`src/rtl/sram_controller.sv`:
```
// Bus slave that sequences the off-chip 32-bit SRAM with fixed setup/pulse/hold timing.
module sram_controller #(
  parameter int unsigned READ_CYCLES  = 2,
  parameter int unsigned WRITE_CYCLES = 2
) (
  input  logic        clk,
  input  logic        rst_n,
  input  logic [31:0] bus_address,
  input  logic        bus_read,
  input  logic        bus_write,
  input  logic [31:0] bus_data_wr,
  input  logic [3:0]  bus_mask,
  output logic        bus_stall,
  output logic [31:0] bus_data_rd,
  output logic [19:0] sram_address,
  output logic [31:0] sram_data_o,
  output logic        sram_data_oe,
  input  logic [31:0] sram_data_i,
  output logic [3:0]  sram_be_n,
  output logic        sram_ce_n,
  output logic        sram_oe_n,
  output logic        sram_we_n
);

  localparam int unsigned CNT_W = 4;
  localparam logic [CNT_W-1:0] RD_LOAD = CNT_W'(READ_CYCLES - 1);
  localparam logic [CNT_W-1:0] WR_LOAD = CNT_W'(WRITE_CYCLES - 1);

  typedef enum logic [2:0] {
    IDLE,
    RD,
    WR_SETUP,
    WR_PULSE,
    WR_HOLD,
    DONE
  } state_t;

  state_t           state;
  logic [CNT_W-1:0] count;

  // Address bits outside the 4 MB word window are ignored.
  logic unused_addr_bits;
  assign unused_addr_bits = ^{bus_address[31:22], bus_address[1:0]};

  // Stall any pending request until the controller reaches DONE.
  assign bus_stall = (bus_read | bus_write) & (state != DONE);

  // Sequencer: pin levels are registered together with the state they belong to.
  always_ff @(posedge clk or negedge rst_n) begin
    if (!rst_n) begin
      state        <= IDLE;
      count        <= '0;
      bus_data_rd  <= '0;
      sram_address <= '0;
      sram_data_o  <= '0;
      sram_data_oe <= 1'b0;
      sram_be_n    <= 4'hF;
      sram_ce_n    <= 1'b1;
      sram_oe_n    <= 1'b1;
      sram_we_n    <= 1'b1;
    end else begin
      case (state)
        IDLE: begin
          if (bus_write) begin
            sram_address <= bus_address[21:2];
            sram_data_o  <= bus_data_wr;
            count        <= '0;
            if (bus_mask == 4'h0) begin
              // Nothing to write: acknowledge without touching the chip.
              state <= DONE;
            end else begin
              state        <= WR_SETUP;
              sram_ce_n    <= 1'b0;
              sram_oe_n    <= 1'b1;
              sram_we_n    <= 1'b1;
              sram_be_n    <= ~bus_mask;
              sram_data_oe <= 1'b1;
            end
          end else if (bus_read) begin
            state        <= RD;
            count        <= RD_LOAD;
            sram_address <= bus_address[21:2];
            sram_ce_n    <= 1'b0;
            sram_oe_n    <= 1'b0;
            sram_we_n    <= 1'b1;
            sram_be_n    <= 4'h0;
            sram_data_oe <= 1'b0;
          end
        end
        RD: begin
          if (count == '0) begin
            bus_data_rd <= sram_data_i;
            state       <= DONE;
            sram_ce_n   <= 1'b1;
            sram_oe_n   <= 1'b1;
            sram_be_n   <= 4'hF;
          end else begin
            count <= count - 1'b1;
          end
        end
        WR_SETUP: begin
          state     <= WR_PULSE;
          count     <= WR_LOAD;
          sram_we_n <= 1'b0;
        end
        WR_PULSE: begin
          if (count == '0) begin
            state     <= WR_HOLD;
            sram_we_n <= 1'b1;
          end else begin
            count <= count - 1'b1;
          end
        end
        WR_HOLD: begin
          state        <= DONE;
          count        <= '0;
          sram_ce_n    <= 1'b1;
          sram_oe_n    <= 1'b1;
          sram_we_n    <= 1'b1;
          sram_be_n    <= 4'hF;
          sram_data_oe <= 1'b0;
        end
        DONE: begin
          state <= IDLE;
          count <= '0;
        end
        default: begin
          state        <= IDLE;
          count        <= '0;
          sram_ce_n    <= 1'b1;
          sram_oe_n    <= 1'b1;
          sram_we_n    <= 1'b1;
          sram_be_n    <= 4'hF;
          sram_data_oe <= 1'b0;
        end
      endcase
    end
  end

endmodule

```
`config.mk`:
```
export PLATFORM = sky130hd
export DESIGN_NAME = sram_controller
export DESIGN_NICKNAME = d
export VERILOG_FILES = /design/src/rtl/sram_controller.sv
export SDC_FILE = /design/constraint.sdc
export NUM_CORES = 1
export LEC_CHECK = 0
export ABC_AREA = 1
export BUFFER_PORTS_ARGS = -buffer_cell sky130_fd_sc_hd__buf_2
export CAP_MARGIN = 40
export CORE_MARGIN = 10
export CORE_UTILIZATION = 25
export DETAILED_ROUTE_END_ITERATION = 16
export RECOVER_POWER = 25
export REMOVE_ABC_BUFFERS = 1
export SLEW_MARGIN = 40
export SYNTH_ARGS = -nofsm -noshare
export SYNTH_HDL_FRONTEND = slang
export SYNTH_SLANG_ARGS = --single-unit
```
`constraint.sdc`:
```
create_clock -name clk -period 1.8 [get_ports clk]
set_input_delay 0.36 -clock clk [delete_from_list [all_inputs] [get_ports clk]]
set_output_delay 0.36 -clock clk [all_outputs]
set_load 0.01 [all_outputs]
```
==> results.py, run 1 <==
metrics = {
    "synthesis": {
        "ys_seq_area_share_pct": 59.01,
        "syn_area_um2": 4213,
        "synth.avg_cell_area_um2": 8.545,
        "yosys-top-cells-area": "dfrtp_1 (55%), nand2_1 (22%), nand3_1 (7.6%), dfstp_2 (4.4%), o21ai_0 (1.5%)",
        "synth_top_area_cell": "dfrtp_1",
        "ys_warn_count": 0,
        "ys_types": 25,
        "synth_cells": 493,
        "synth_top_cell_area_share_pct": 54.65,
        "synth-seq-cells": 99,
    },
    "route": {
        "first_pass_iters": 4,
        "num_vias": 3762,
        "drt_iter0_drc": 172,
        "ant_nets": 0,
        "viasPerCell": 4.157,
        "finalWirelength_um": 12870,
        "wl_per_cell_um": 14.23,
        "drc": 0,
    },
    "critical_path": {
        "reg2reg_slack_ns": 0.22,
        "cp-startpoint": "state[1]$_DFFE_PN0P_",
        "r2r_end": "bus_data_rd[11]$_DFFE_PN0P_",
        "worstSetupPathType": "flop to output pin",
        "endpoint_kind": "output pin",
        "required_ns": 1.44,
        "start_kind": "flop",
        "arrival_ns": 1.33,
        "reg2regPathDepth": 7,
        "crit_fanout": 6,
        "reg2reg_from": "count[0]$_DFFE_PN0P_",
    },
    "hold_path": {
        "min_to": "sram_data_o[6]$_DFFE_PN0P_",
        "hp-class": "input port to flop",
        "hold_depth": 3,
        "hold_start": "bus_data_wr[6]",
    },
    "sta": {
        "max_freq_ghz": 0.5923,
        "period_share_pct": 93.79,
        "setup-tns-final_ns": 0,
        "setup_viol": 0,
        "clock_skew_ns": 0.01183,
        "hold_violations": 0,
        "maxSlewViolCount": 0,
        "min_period_ns": 1.688,
        "rsz0062_at_grt": "false",
        "worst_pin_slew_ns": 0.7590,
        "fin_ws_ns": 0.1118,
        "slew_headroom_pct": 49.40,
    },
    "cells_and_area": {
        "layout_commonest_cell": "nand2_1",
        "final_cell_mix": "nand2_1 (248), buf_2 (183), dfrtp_1 (90), nand3_1 (64), o21ai_0 (13)",
        "design_area_um2": 5689,
        "antenna_cells": 0,
        "area_delta_synth_final_pct": 35.05,
        "layout.nets": 786,
        "final_core_util_pct": 34.43,
        "drive_gt1_share_pct": 34.89,
    },
    "die": {
        "io_pins": 197,
        "die_h_um": 149.8,
        "row_count": 47,
        "start_util_pct": 25.49,
        "coreArea_um2": 16520,
        "die_area_um2": 22440,
        "fp.dieW_um": 149.8,
    },
    "global_routing": {
        "grt_max_degree": 40,
        "grt_overflow": 0,
        "antenna_found_initial": 0,
        "first_global_vias": 3808,
        "gr-max-usage-layer": "met2",
        "grt_pass1_wl_um": 20310,
        "grtUsageMet1_pct": 14.31,
        "grtUsageMet2_pct": 17.38,
        "grt_usage_pct": 11.38,
        "globalRouteMet3Util_pct": 4.589,
    },
    "flow_run": {
        "maxCapViolations": 0,
    },
    "power_and_ir_drop": {
        "internal_power_w": 0.006193,
        "switching_share_pct": 41.83,
        "finalPower_w": 0.01065,
        "vdd_drop_max_mv": 0.6455,
        "power_frac_clock_pct": 18.8,
        "powerDensity_nw_per_um2": 1872,
        "power_frac_seq_pct": 36.9,
        "combPwrFrac_pct": 44.3,
        "power.leakage_nw": 3.251,
        "p_sw_w": 0.004454,
    },
    "placement": {
        "dp_slack_ns": 0.2203,
        "io_buffers": 184,
        "gp_congestion": 0.8098,
        "placed_area_um2": 5350,
        "hpwl_um": 9322,
    },
    "clock_network": {
        "cts_buffers": 9,
        "clk_pin_slew_ns": 0.07,
        "cts_tree": "done",
        "h-tree-depth": 3,
        "root_buffer": "clkbuf_16",
        "clkLatencyLatePin_ns": 0.35,
        "cts.path.max_buffers": 2,
        "clkSinkCount": 99,
    },
    "status": {
        "status": "completed",
    },
}
power groups by stage:
stage	logic, W	clock network (W)	registers (W)
finish	0.00472	0.00201	0.00393
floorplan	0.00217	0	0.00443
global placement	0.00471	0	0.00392
detailed placement	0.00480	0	0.00393
global route	0.00541	0.00221	0.00406
CTS	0.00479	0.00211	0.00392
routing by layer:
layer	up-vias	share of wire (%)
met5	-	0
met4	0	1.2
li1	1919	-
met1	1695	45
met3	12	9.3
met2	136	44
metrics by stage:
stage	hold slack, ns	std cells
final	0.2032	905
after detailed placement	0.3184	884
after floorplan	0.06441	471
after global placement	0.3075	884
after global routing	0.1862	905
after CTS	0.1791	901
cell families (layout without fill, tap and decap cells):
| kind of cell | count (synthesis) | in the layout | share of synthesized area, % |
|---|---|---|---|
| AO/OA/AOI/OAI | 16 | 16 | 2.020 |
| XOR/XNOR | 1 | 1 | 0.2079 |
| adder cells (fa/ha/maj) | 2 | 2 | 0.5939 |
| buffers and inverters | 40 | 232 | 5.286 |
| flip-flops | 99 | 99 | 59.01 |
| AND/OR/NAND/NOR | 335 | 335 | 32.88 |
flip-flops by register name (all words and copies together) (netlist names):
signal / flops
sram_ce_n: 1
sram_data_o: 32
sram_be_n: 4
sram_we_n: 1
count: 4
bus_data_rd: 32
sram_address: 20
state: 3
sram_data_oe: 1
sram_oe_n: 1
worst max-delay path, cell delays in order (launching register included):
cell and delay [ns]:
dfrtp_2 0.46, inv_2 0.06, nand2_1 0.10, o21ai_0 0.16, inv_1 0.07, buf_2 0.14
area by class of cell:
class | count | area, µm²
clock buffer | 9 | 225.2
timing repair buffer | 198 | 1041
inverter | 18 | 72.57
tap | 220 | 275.3
multi-input combinational | 354 | 1504
sequential | 99 | 2489
fill | 1755 | 10840
clock inverter | 7 | 82.58
how the worst max path moves through the flow:
stage | endpoint | slack (ns) | depth (start not counted)
after floorplan | sram_be_n[0]$_DFFE_PN1P_ | -0.1 | 7
after global placement | sram_address[17]$_DFFE_PN0P_ | 0.24 | 7
after detailed placement | bus_data_rd[26]$_DFFE_PN0P_ | 0.22 | 7
after CTS | bus_stall | 0.06 | 4
after global routing | sram_oe_n$_DFFE_PN1P_ | 0.03 | 3
final | bus_stall | 0.11 | 5
synth_stat cells:
cell type,count
a21o_1,1
a21oi_1,1
buf_2,9
buf_4,8
buf_6,4
clkbuf_1,1
clkinv_2,1
dfrtp_1,92
dfstp_2,7
ha_1,2
inv_1,12
inv_2,5
nand2_1,248
nand2_2,1
nand2_4,1
nand3_1,64
nand3_2,3
nor2_1,12
nor2_2,3
nor2_4,1
nor3_1,1
o21ai_0,13
o21bai_1,1
or2_2,1
xor2_1,1
timing repair:
action,CTS,global route
buffers inserted,0,4
endpoints found under the setup margin,0,1
hold endpoints to repair,22,0
hold buffers,1,0
gates resized for setup,0,3
(Power assumes the default switching activity.)
==> run 2: changes to the inputs <==
- ABC_AREA: 1 -> 0
==> run 2 against run 1 <==
The run now ends with setup timing left. Sequential share of layout area down 1.4 points. Non-clock buffer count up 14. Via count down 22%. Utilization up 2.3 points. Critical path depth up 2. Die area down 2.2%. Clock skew down 0.0018 ns. Count of clock-buffer cells in the layout up 1. Cell count down 23%. Sequential power up 3%. Total power up 6.0%. Worst setup slack worse by 0.28 ns. Largest power group unchanged. Highest routed layer unchanged.
==> results.py, run 2 <==
metrics = {
    "synthesis": {
        "ys_warn_count": 0,
        "async_reset_ff_share_pct": 100.0,
        "ys.flop_type": "dfrtp_1",
        "syn_area_um2": 4106,
        "yosysMostFrequentCell": "dfrtp_1",
        "ys_types": 31,
        "synthAdderAreaFrac_pct": 0.8531,
        "ys_seq_area_share_pct": 60.54,
        "synth.avg_cell_area_um2": 15.55,
        "synth_top_area_cell": "dfrtp_1",
        "synth_top_family_by_area": "multiplexers",
        "muxShareOfSynthArea_pct": 27.42,
        "synth_xor_area_share_pct": 0,
        "synth-seq-cells": 99,
        "synth_top_cell_area_share_pct": 56.06,
        "synth_edf_count": 0,
        "synth-compound-area-share_pct": 3.961,
        "yosys.area_share.simple_pct": 4.052,
        "synthTopCellsByCount": "dfrtp_1 (92), mux2_2 (60), mux2_4 (30)",
        "synth_cells": 264,
        "yosys-top-cells-area": "dfrtp_1 (56%), mux2_2 (16%), mux2_4 (11%), dfstp_2 (4.5%), buf_12 (1.5%)",
    },
    "sta": {
        "clock_skew_ns": 0.01006,
        "hold_slack_ns": 0.2436,
        "rsz0062_at_grt": "true",
        "setup_viol": 32,
        "period_share_pct": 109.4,
        "hold_violations": 0,
        "maxSlewViolCount": 0,
        "min_period_ns": 1.969,
        "slew_headroom_pct": 64.25,
        "max_freq_ghz": 0.5079,
        "worst_pin_slew_ns": 0.5363,
        "fin_ws_ns": -0.1687,
    },
    "clock_network": {
        "root_buffer": "clkbuf_16",
        "clk_pin_slew_ns": 0.07,
        "h-tree-depth": 3,
        "cts_buffers": 9,
        "cts.path.max_buffers": 2,
        "cts_tree": "done",
        "clkLatencyLatePin_ns": 0.34,
        "clkSinkCount": 99,
    },
    "flow_run": {
        "maxCapViolations": 0,
    },
    "cells_and_area": {
        "reg.largest.list": "bus_data_rd x32, sram_data_o x32, sram_address x20",
        "multi_input_area_um2": 1544,
        "final_cell_mix": "buf_2 (183), dfrtp_1 (90), mux2_2 (60), mux2_4 (30), buf_4 (16)",
        "finalNonFillerCells": 697,
        "design_area_um2": 5876,
        "area_delta_synth_final_pct": 43.08,
        "layout_commonest_cell": "buf_2",
        "drive_gt1_share_pct": 71.04,
        "layout.nets": 581,
        "fill_cells": 1647,
        "seq_area_um2": 2489,
    },
    "placement": {
        "hpwl_um": 8805,
        "dp_slack_ns": -0.2232,
        "gp_congestion": 0.7796,
        "placed_area_um2": 5385,
        "placedCellCount": 671,
        "io_buffers": 184,
    },
    "critical_path": {
        "crit_fanout": 16,
        "reg2regPathDepth": 7,
        "required_ns": 2.02,
        "endpoint_kind": "flop",
        "cp_cell_sequence": "inv_2, ha_4, nor3b_4, nand2_1, or3_4, buf_16, mux2_4",
        "start_kind": "flop",
        "reg2reg_slack_ns": -0.17,
        "worstSetupPathType": "flop to flop",
        "slowest_stage": "or3_4",
        "slowest_delay_ns": 0.43,
        "reg2reg_from": "count[0]$_DFFE_PN0P_",
        "arrival_ns": 2.19,
        "r2r_end": "bus_data_rd[9]$_DFFE_PN0P_",
    },
    "power_and_ir_drop": {
        "powerDensity_nw_per_um2": 1921,
        "power.leakage_nw": 2.852,
        "combPwrFrac_pct": 46.1,
        "internal_power_w": 0.007562,
        "p_sw_w": 0.003727,
        "power_frac_clock_pct": 18.1,
        "power_frac_seq_pct": 35.8,
        "switching_share_pct": 33.01,
        "vdd_drop_max_mv": 0.6570,
    },
    "global_routing": {
        "grt_usage_pct": 10.48,
        "first_global_vias": 3446,
        "grt_max_degree": 57,
        "grt_overflow": 0,
        "grt_pass1_wl_um": 18240,
        "antenna_found_initial": 1,
    },
    "die": {
        "start_util_pct": 25.66,
        "io_pins": 197,
        "die_area_um2": 21950,
        "die_h_um": 148.2,
        "row_count": 46,
        "coreArea_um2": 16000,
        "fp.dieW_um": 148.2,
    },
    "route": {
        "drc": 0,
        "viasPerCell": 4.211,
        "wl_per_cell_um": 16.42,
        "first_pass_iters": 4,
        "drt_iter0_drc": 137,
        "finalWirelength_um": 11440,
        "ant_nets": 0,
        "num_vias": 2935,
    },
    "hold_path": {
        "hold_start": "sram_data_i[30]",
        "hp-class": "input port to flop",
        "min_to": "bus_data_rd[30]$_DFFE_PN0P_",
        "hold_depth": 2,
    },
    "status": {
        "violations": "setup timing",
        "status": "finished, violations left",
    },
}
## run 2: changes by cell type after synthesis, sizes merged, moves of 9 or more
cell and delta:
nand2 -242, nor2 -13, inv -12, nand3 -67, mux2 +90, buf -9
## run 2: final cells by class
type                       count  area share [%]
tap                          216           4.600
clock inverter                 6           1.512
timing repair buffer         212           21.00
clock buffer                  10           3.897
multi-input combinational    148           26.28
sequential                    99           42.36
antenna                        1         0.04259
inverter                       5          0.3194
## run 2: kinds of logic after synthesis
family	Yosys count
flip-flops	99
multiplexers	90
AO/OA/AOI/OAI	28
AND/OR/NAND/NOR	27
buffers and inverters	17
adder cells (fa/ha/maj)	3
## run 2: metrics by stage
step,util (%),setup TNS [ns],power [W]
after global placement,33.66,-6.790,0.008711
after global routing,36.72,-8.566,0.01207
after detailed placement,33.66,-7.368,0.008900
final,36.72,-4.776,0.01129
after floorplan,-,-50.45,0.006833
after CTS,36.62,-5.971,0.01145
## run 2: worst max-delay path, delay by kind of cell (launching register included)
family	cells	cell delay, ns
and+or+nand+nor	3	0.71
DFF	1	0.40
muxes	1	0.30
buffers and inverters	2	0.29
adders and majority gates	1	0.13
## run 2: how the worst max path moves through the flow
stage / slack [ns] / start / endpoint
floorplan: -0.79 / state[2]$_DFFE_PN0P_ / sram_be_n[0]$_DFFE_PN1P_
global placement: -0.20 / count[0]$_DFFE_PN0P_ / bus_data_rd[13]$_DFFE_PN0P_
detailed placement: -0.22 / count[0]$_DFFE_PN0P_ / bus_data_rd[16]$_DFFE_PN0P_
CTS: -0.20 / count[0]$_DFFE_PN0P_ / bus_data_rd[25]$_DFFE_PN0P_
global route: -0.26 / count[0]$_DFFE_PN0P_ / bus_data_rd[26]$_DFFE_PN0P_
finish: -0.17 / count[0]$_DFFE_PN0P_ / bus_data_rd[9]$_DFFE_PN0P_
## run 2: per-layer routing
layer / global-route usage (%) / wire [µm]
met1: 10.86 / 4375
met2: 18.65 / 6103
met3: 3.671 / 726
met4: 4.708 / 237
met5: 0 / 0
## run 2: power groups by stage
stage	Clock (W)	Sequential, W	Combinational (W)
5_1_grt	0.00222	0.00420	0.00564
6_report	0.00204	0.00404	0.00520
4_1_cts	0.00214	0.00406	0.00525
3_5_place_dp	0	0.00404	0.00486
2_1_floorplan	0	0.00452	0.00231
3_3_place_gp	0	0.00399	0.00472
## run 2: timing repair
item	CTS	global route
endpoints found under the hold margin	17	0
setup endpoints to repair	38	53
hold buffers	1	0
pin swaps	1	3
resized for setup	15	7
buffers inserted	6	1
gates cloned	2	0
